--- src/rtl/mc_pkg.sv ---
// Shared definitions for the multicycle controller.
//   state_e       : FSM state encoding (also driven out on the debug state port)
//   OP_*          : opcode values the controller recognises
//   ALU_*         : ALUControl encodings driven to the datapath ALU
//   ALUOP_*       : ALUOp encodings passed from the FSM to the ALU decoder
//   imm_src_of()  : immediate-format select derived from the opcode
package mc_pkg;

  typedef enum logic [3:0] {
    S_FETCH    = 4'd0,
    S_DECODE   = 4'd1,
    S_MEMADR   = 4'd2,
    S_MEMREAD  = 4'd3,
    S_MEMWB    = 4'd4,
    S_MEMWRITE = 4'd5,
    S_EXECUTER = 4'd6,
    S_ALUWB    = 4'd7,
    S_EXECUTEI = 4'd8,
    S_JAL      = 4'd9,
    S_BEQ      = 4'd10,
    S_TRAP     = 4'd11
  } state_e;

  localparam logic [6:0] OP_LW    = 7'd3;
  localparam logic [6:0] OP_ITYPE = 7'd19;
  localparam logic [6:0] OP_SW    = 7'd35;
  localparam logic [6:0] OP_RTYPE = 7'd51;
  localparam logic [6:0] OP_BEQ   = 7'd99;
  localparam logic [6:0] OP_JAL   = 7'd111;

  localparam logic [2:0] ALU_ADD = 3'b000;
  localparam logic [2:0] ALU_SUB = 3'b001;
  localparam logic [2:0] ALU_AND = 3'b010;
  localparam logic [2:0] ALU_OR  = 3'b011;
  localparam logic [2:0] ALU_SLT = 3'b101;

  localparam logic [1:0] ALUOP_ADD   = 2'b00;
  localparam logic [1:0] ALUOP_SUB   = 2'b01;
  localparam logic [1:0] ALUOP_FUNCT = 2'b10;

  // Immediate format: S-type for stores, B-type for branches, J-type for jal,
  // I-type for everything else.
  function automatic logic [1:0] imm_src_of(input logic [6:0] op);
    case (op)
      OP_SW:   return 2'b01;
      OP_BEQ:  return 2'b10;
      OP_JAL:  return 2'b11;
      default: return 2'b00;
    endcase
  endfunction

endpackage

--- src/rtl/mc_alu_decoder.sv ---
// Combinational ALU decoder.
//   alu_op      : operation class from the FSM (add / sub / decode funct fields)
//   funct3      : instruction funct3 field
//   op_b5       : opcode bit 5 (1 for R-type, 0 for I-type)
//   funct7_b5   : instruction bit 30
//   alu_control : ALU operation select
module mc_alu_decoder
  import mc_pkg::*;
(
  input  logic [1:0] alu_op,
  input  logic [2:0] funct3,
  input  logic       op_b5,
  input  logic       funct7_b5,
  output logic [2:0] alu_control
);

  always_comb begin
    alu_control = ALU_ADD;
    case (alu_op)
      ALUOP_ADD: alu_control = ALU_ADD;
      ALUOP_SUB: alu_control = ALU_SUB;
      ALUOP_FUNCT: begin
        case (funct3)
          // Only R-type with bit 30 set is a subtract; addi ignores bit 30.
          3'b000:  alu_control = (op_b5 && funct7_b5) ? ALU_SUB : ALU_ADD;
          3'b010:  alu_control = ALU_SLT;
          3'b110:  alu_control = ALU_OR;
          3'b111:  alu_control = ALU_AND;
          default: alu_control = ALU_ADD;
        endcase
      end
      default: alu_control = ALU_ADD;
    endcase
  end

endmodule

--- src/rtl/multicycle_controller.sv ---
// Multicycle RISC-V subset controller (lw, sw, R-type, I-type ALU, jal, beq).
//   clk, rst                : clock, synchronous active-low reset
//   op, funct3, funct7_bit5 : instruction fields from the instruction register
//   Zero                    : ALU zero flag, used by beq
//   mem_ready               : unified memory access complete
//   PCWrite .. RegWrite     : datapath enables / selects
//   ResultSrc .. ImmSrc     : 2-bit mux selects
//   ALUControl              : ALU operation
//   illegal                 : sticky unknown-opcode flag
//   state                   : current FSM state, for debug
//
// Memory handshake: the controller presents a request (AdrSrc, MemWrite,
// IRWrite) in FETCH, MEMREAD or MEMWRITE and holds it unchanged on every
// cycle mem_ready is 0; the access completes at the rising edge where
// mem_ready is 1, and only then does the FSM leave that state.
//
// The state is the only FSM flop. Outputs are decoded from state_q so they
// are valid in the same cycle as the state; IRWrite/PCWrite also depend on
// mem_ready and Zero because those qualify the write in that very cycle.
module multicycle_controller
  import mc_pkg::*;
#(
  parameter bit TRAP_ON_ILLEGAL = 1'b1
) (
  input  logic       clk,
  input  logic       rst,
  input  logic [6:0] op,
  input  logic [2:0] funct3,
  input  logic       funct7_bit5,
  input  logic       Zero,
  input  logic       mem_ready,
  output logic       PCWrite,
  output logic       AdrSrc,
  output logic       MemWrite,
  output logic       IRWrite,
  output logic       RegWrite,
  output logic [1:0] ResultSrc,
  output logic [1:0] ALUSrcA,
  output logic [1:0] ALUSrcB,
  output logic [1:0] ImmSrc,
  output logic [2:0] ALUControl,
  output logic       illegal,
  output logic [3:0] state
);

  state_e     state_q, state_d;
  logic       illegal_q, illegal_d;
  logic       pc_update;
  logic       branch;
  logic [1:0] alu_op;

  always_ff @(posedge clk) begin
    if (!rst) begin
      state_q   <= S_FETCH;
      illegal_q <= 1'b0;
    end else begin
      state_q   <= state_d;
      illegal_q <= illegal_d;
    end
  end

  // Next-state logic
  always_comb begin
    state_d   = state_q;
    illegal_d = illegal_q;
    case (state_q)
      S_FETCH:    if (mem_ready) state_d = S_DECODE;
      S_DECODE: begin
        case (op)
          OP_LW, OP_SW: state_d = S_MEMADR;
          OP_RTYPE:     state_d = S_EXECUTER;
          OP_ITYPE:     state_d = S_EXECUTEI;
          OP_JAL:       state_d = S_JAL;
          OP_BEQ:       state_d = S_BEQ;
          default: begin
            illegal_d = 1'b1;
            state_d   = TRAP_ON_ILLEGAL ? S_TRAP : S_FETCH;
          end
        endcase
      end
      S_MEMADR:   state_d = (op == OP_LW) ? S_MEMREAD : S_MEMWRITE;
      S_MEMREAD:  if (mem_ready) state_d = S_MEMWB;
      S_MEMWB:    state_d = S_FETCH;
      S_MEMWRITE: if (mem_ready) state_d = S_FETCH;
      S_EXECUTER: state_d = S_ALUWB;
      S_EXECUTEI: state_d = S_ALUWB;
      S_ALUWB:    state_d = S_FETCH;
      S_JAL:      state_d = S_ALUWB;
      S_BEQ:      state_d = S_FETCH;
      S_TRAP:     state_d = S_TRAP;
      default:    state_d = S_FETCH;
    endcase
  end

  // Output decode; anything not set for a state stays 0.
  always_comb begin
    AdrSrc    = 1'b0;
    MemWrite  = 1'b0;
    IRWrite   = 1'b0;
    RegWrite  = 1'b0;
    ResultSrc = 2'b00;
    ALUSrcA   = 2'b00;
    ALUSrcB   = 2'b00;
    alu_op    = ALUOP_ADD;
    pc_update = 1'b0;
    branch    = 1'b0;
    case (state_q)
      S_FETCH: begin
        ALUSrcB   = 2'b10;
        ResultSrc = 2'b10;
        IRWrite   = mem_ready;
        pc_update = mem_ready;
      end
      S_DECODE: begin
        ALUSrcA = 2'b01;
        ALUSrcB = 2'b01;
      end
      S_MEMADR: begin
        ALUSrcA = 2'b10;
        ALUSrcB = 2'b01;
      end
      S_MEMREAD:  AdrSrc = 1'b1;
      S_MEMWB: begin
        ResultSrc = 2'b01;
        RegWrite  = 1'b1;
      end
      S_MEMWRITE: begin
        AdrSrc   = 1'b1;
        MemWrite = 1'b1;
      end
      S_EXECUTER: begin
        ALUSrcA = 2'b10;
        alu_op  = ALUOP_FUNCT;
      end
      S_EXECUTEI: begin
        ALUSrcA = 2'b10;
        ALUSrcB = 2'b01;
        alu_op  = ALUOP_FUNCT;
      end
      S_ALUWB:    RegWrite = 1'b1;
      S_JAL: begin
        ALUSrcA   = 2'b01;
        ALUSrcB   = 2'b10;
        pc_update = 1'b1;
      end
      S_BEQ: begin
        ALUSrcA = 2'b10;
        alu_op  = ALUOP_SUB;
        branch  = 1'b1;
      end
      default: ;
    endcase
  end

  mc_alu_decoder u_alu_decoder (
    .alu_op      (alu_op),
    .funct3      (funct3),
    .op_b5       (op[5]),
    .funct7_b5   (funct7_bit5),
    .alu_control (ALUControl)
  );

  assign PCWrite = pc_update | (branch & Zero);
  assign ImmSrc  = imm_src_of(op);
  assign illegal = illegal_q;
  assign state   = state_q;

endmodule

--- config.mk ---
export PLATFORM = sky130hd
export DESIGN_NAME = multicycle_controller
export DESIGN_NICKNAME = d
export VERILOG_FILES = /design/src/rtl/mc_pkg.sv /design/src/rtl/mc_alu_decoder.sv /design/src/rtl/multicycle_controller.sv
export SDC_FILE = /design/constraint.sdc
export NUM_CORES = 1
export LEC_CHECK = 0
export CORE_UTILIZATION = 25
export CTS_CLUSTER_SIZE = 12
export DETAILED_ROUTE_END_ITERATION = 8
export PLACE_DENSITY = 0.59
export SYNTH_ARGS = -nofsm -noshare
export SYNTH_HDL_FRONTEND = slang
export SYNTH_SLANG_ARGS = --single-unit
--- constraint.sdc ---
create_clock -name clk -period 2.9 [get_ports clk]
set_clock_uncertainty 0.2 [all_clocks]
set_input_delay 0.87 -clock clk [delete_from_list [all_inputs] [get_ports clk]]
set_output_delay 0.87 -clock clk [all_outputs]
set_load 0.1 [all_outputs]
Yosys cells after proc, flatten, opt, wreduce, memory -nomap -nowiden
Index checks and enable logic that the tools add are counted.
- add/sub/neg operators: 0
- multiplexer cells: 20
- $mul: 0
- reduce and logical (&&, ||, !) cells: 15
- div/mod/pow operators: 0
- shifts and indexed selects: 0
- $lt $le $gt $ge: 0
- equality and inequality tests: 25
- bitwise gates (word level): 3
- operators with widths (cell ; count):
    $pmux 4 s7 ; 1
    $pmux 4 s5 ; 1
    $eq 4x3->1 const B ; 4
    $eq 4x4->1 const B ; 4
    $pmux 2 s2 ; 4
    $eq 7x6->1 const B ; 2
    $eq 7x7->1 const B ; 2
    $mux 4 ; 3
    $pmux 3 s4 ; 1
    $reduce_or 2->1 ; 6
    $eq 4x2->1 const B ; 2
    $eq 7x2->1 const B ; 1
    $eq 7x5->1 const B ; 1
    $eq 3x3->1 const B ; 2
    $mux 1 ; 6
    $ne 2x2->1 const B ; 3
    $pmux 2 s3 ; 1
    $pmux 3 s2 ; 1
    $reduce_or 3->1 ; 2
    $reduce_or 6->1 ; 1
    $eq 4x1->1 const B ; 1
    $logic_not 4->1 ; 1
    $reduce_or 4->1 ; 1
    $eq 3x2->1 const B ; 1
    11 further kinds ; 11
- RAM bits: 0
- latch bits: 0
- word-level logic and storage cells: 65
- input port bits: 15
- ROM bits: 0
- output and inout port bits: 21
- memories kept: 0
- bits in registers: 5

Longest topological paths before layout
- depth in word-level cells: 5
- depth in mapped cells: 8
- depth with buffers taken out: 7

Modules after synthesis
A second synthesis with hierarchy kept.
- cells, all modules: 102
- area, all modules: 745.7 um^2
- by module, submodules not included (module ; instances ; sequential area each (um^2) ; area an instance (um^2) ; cells an instance):
    multicycle_controller ; 1 ; 100.1 ; 649.4 ; 91
    mc_alu_decoder ; 1 ; 0.0 ; 96.3 ; 11

Worst setup path after synthesis
No wires, ideal clock.
- path kind: register -> output
- start point: register state_q[3] (netlist: state[3])
- end point: output IRWrite
- buffers on the path: 2
- arrival: 5.112 ns
- required time: 1.830 ns
- slack: -3.282 ns
- stages on the path, launching flop included: 5
- cell sequence: dfxtp_1 > clkbuf_8 > clkbuf_8 > nor4_1 > and2_1
- longest elaborated chain between the ends: 2
- RTL lines (item ; RTL line ; text):
    start, declared ; multicycle_controller.sv:46 ; state_e state_q, state_d;
    start signal, assigned ; multicycle_controller.sv:57 ; state_q <= state_d;
    $logic_not 4->1 ; multicycle_controller.sv:107 ; case (state_q)
    $mux 1 ; multicycle_controller.sv:107 ;
    end, declared ; multicycle_controller.sv:35 ; output logic IRWrite,
No other way between the ends.

Worst setup path after layout
- start point: input mem_ready
- end point: output PCWrite
- longest elaborated chain between the ends: 2
- RTL lines (item ; RTL line ; text):
    start, declared ; multicycle_controller.sv:31 ; input logic mem_ready,
    $pmux 1 s2 ; multicycle_controller.sv:107 ;
    $or 1x1->1 ; multicycle_controller.sv:163 ; assign PCWrite = pc_update | (branch & Zero);
    end, declared ; multicycle_controller.sv:32 ; output logic PCWrite,
No other way between the ends.

==> out/metrics.yaml <==
status: "finished, violations left"
violations: "negative setup slack"
place_area_mm2: 0.001551
hold_buffers: 0
hold_viol: 0
cp_num_buf_inv: 3
grt_pass1_vias: 962
path_clk_slew_ps: 40
final_cells: 210
dieArea_mm2: 0.003465
worst_ep_arrival_time_ps: 1830
nets: 184
min_path_cells: 1
antenna_cells: 0
reg2reg_setup_slack_ps: 1010
ios: 36
drtIter0Drc: 16
worstSetupStartpointType: "primary input"
ant_nets: 0
coreArea_mm2: 0.003053
relSlewSlack_pct: 76.94
antenna_found_initial: 0
wl_per_cell_um: 12.47
synth_edf_count: 0
critPathTopFamily: "simple AND/OR/NAND/NOR gates"
grt_pass1_wl_mm: 4.160
yosys_warnings: 0
grt-ovfl-total: 0
clock_sinks: 5
min_period_ps: 2903
crit_required_ps: 1830
holdCritStartpoint: "illegal$_SDFFE_PN0P_"
setup_slack_ps: -2.502
async_reset_ff_share_pct: 0
netlist_instances: 112
drive_gt1_share_pct: 55.42
start_util_pct: 26.48
fin_area_mm2: 0.001634
min_period_over_period_pct: 100.1
place_inst: 202
first_pass_iters: 4
die_h_um: 58.86
drc: 0
crit_type: "in -> out"
rows: 20
fin_tns_setup_ps: -2.502
rsz0062_at_grt: "true"
ys.flop_type: "dfxtp_1"
clockRootBuffer: "clkbuf_4"
cts_max_level: 1
cap_viol_max_count: 0
die_x_um: 58.86
synth_cell_type_count: 43
max_slew.worst_pin.slew_ps: 345.0
timing.hold.ws_ps: 275.9
grt_usage_pct: 15.58
cp_cell_sequence: "buf_6 -> inv_2 -> or4_4 -> a21oi_2 -> buf_12"
clk_path_buf_depth: 2
maxSlewViolCount: 0
syn-cell-area_um2: 808.3
area_growth_pct: 102.2
rr_startpoint: "state[3]$_SDFFE_PN0P_"
max_freq_mhz: 344.5
reg2reg_to: "state[2]$_SDFFE_PN0P_"
clk-insertion-delay-late_ps: 250
finalSetupViolCount: 1
via_per_inst: 4.895
cts_inserted_buffers: 3
nFillCells: 312
crit_slowest_cell: "or4_4"
dpl.hpwl_mm: 1.985
worstHoldPathType: "reg -> reg"
yosysSeqAreaShare_pct: 12.38
via_count: 1028
r2r_cells: 6
ys_ff_latch: 5
synth_fp_nets: 129
port_buffers: 35
whs_endpoint: "illegal$_SDFFE_PN0P_"
gp_congestion: 0.8630
end_kind: "output port"
drt-total-wl_mm: 2.618
avgSynthCellArea_um2: 7.217
cp_slowest_stage_delay_ps: 470
cts_tree: "done"
critPathMaxFanout: 2
grt_start_max_net_pins: 18
## synth_stat cells (all sizes together) (2+ instances only)
cell type | count | area share [%]
a21oi | 5 | 3.1
a211oi | 2 | 1.9
nand2 | 13 | 6.0
nor4 | 2 | 1.5
a211o | 2 | 2.3
o211ai | 2 | 1.9
nand2b | 8 | 6.2
ha | 2 | 3.1
clkbuf | 8 | 11
nor3 | 6 | 3.7
o21a | 2 | 1.9
o21ai | 9 | 5.6
a31oi | 3 | 2.3
inv | 6 | 2.8
o32ai | 2 | 2.2
dfxtp | 5 | 12
nor2b | 3 | 2.3
nor2 | 9 | 4.2
## cells in the final DEF, fill, tap and decap left out, types with 2 or more instances in the layout
cell type	n
a21oi_1	3
a21oi_2	2
a31oi_1	2
buf_12	16
buf_2	4
buf_4	29
buf_6	2
clkbuf_4	3
dfxtp_4	4
dlygate4sd2_1	6
ha_4	2
inv_1	3
inv_2	3
nand2_1	11
nand2b_1	8
nor2_1	6
nor2_4	2
nor2b_1	2
nor3_1	2
nor3_4	4
o211ai_1	2
o21a_1	2
o21ai_0	6
o32ai_1	2
## metrics by stage
step / worst slack [ps] / util [%]
2_1_floorplan: -609.8 / -
3_3_place_gp: -366.3 / 50.82
3_5_place_dp: -428.3 / 50.82
4_1_cts: -9.823 / 52.50
5_1_grt: -34.95 / 53.52
6_report: -2.502 / 53.52
## flip-flops by register name (all words and copies together) (netlist names)
signal	cells
state	4
illegal	1
## metal layers
metal / track usage [%] / part of all wire, % / up-vias
met1: 17.65 / 40 / 473
met3: 0.2198 / 2.6 / 5
met2: 29.38 / 56 / 29
met4: 8.503 / 1.6 / 0
li1: - / - / 521
met5: 0 / 0 / -
## timing repair
action | CTS | global route
pin swaps | 13 | 6
endpoints found under the setup margin | 6 | 5
resized for setup | 43 | 6
gates cloned | 0 | 0
buffers inserted | 2 | 3
## cells by family (layout without fill, tap and decap cells)
family          Yosys count  after routing  share of synthesized area, %
simple gates             53             53                         37.00
compound gates           35             35                         29.88
buf+inv                  15             69                         15.33
flops                     5              5                         12.38
fa+ha+maj                 3              3                         4.334
xor+xnor                  1              1                         1.084
## worst max-delay path by stage
stage	slack [ps]	depth (start not counted)	from	endpoint
2_1_floorplan	-610	4	state[2]$_SDFFE_PN0P_	IRWrite
3_3_place_gp	-370	6	funct3[2]	ALUControl[0]
3_5_place_dp	-430	6	funct3[2]	ALUControl[0]
4_1_cts	-10	5	op[4]	ImmSrc[0]
5_1_grt	-30	5	mem_ready	PCWrite
6_report	-3	5	mem_ready	PCWrite
## final cells by class
type	count	area, um2	share of cell area [%]
Multi-Input combinational cell	92	767.0	46.94
Inverter	6	22.52	1.378
Clock buffer	4	26.28	1.608
Timing Repair Buffer	59	648.1	39.66
Tap cell	44	55.05	3.369
Sequential cell	5	115.1	7.044
Power is not shown: default switching activity piles up to over one toggle a cycle in this logic, so the estimate is an artifact.
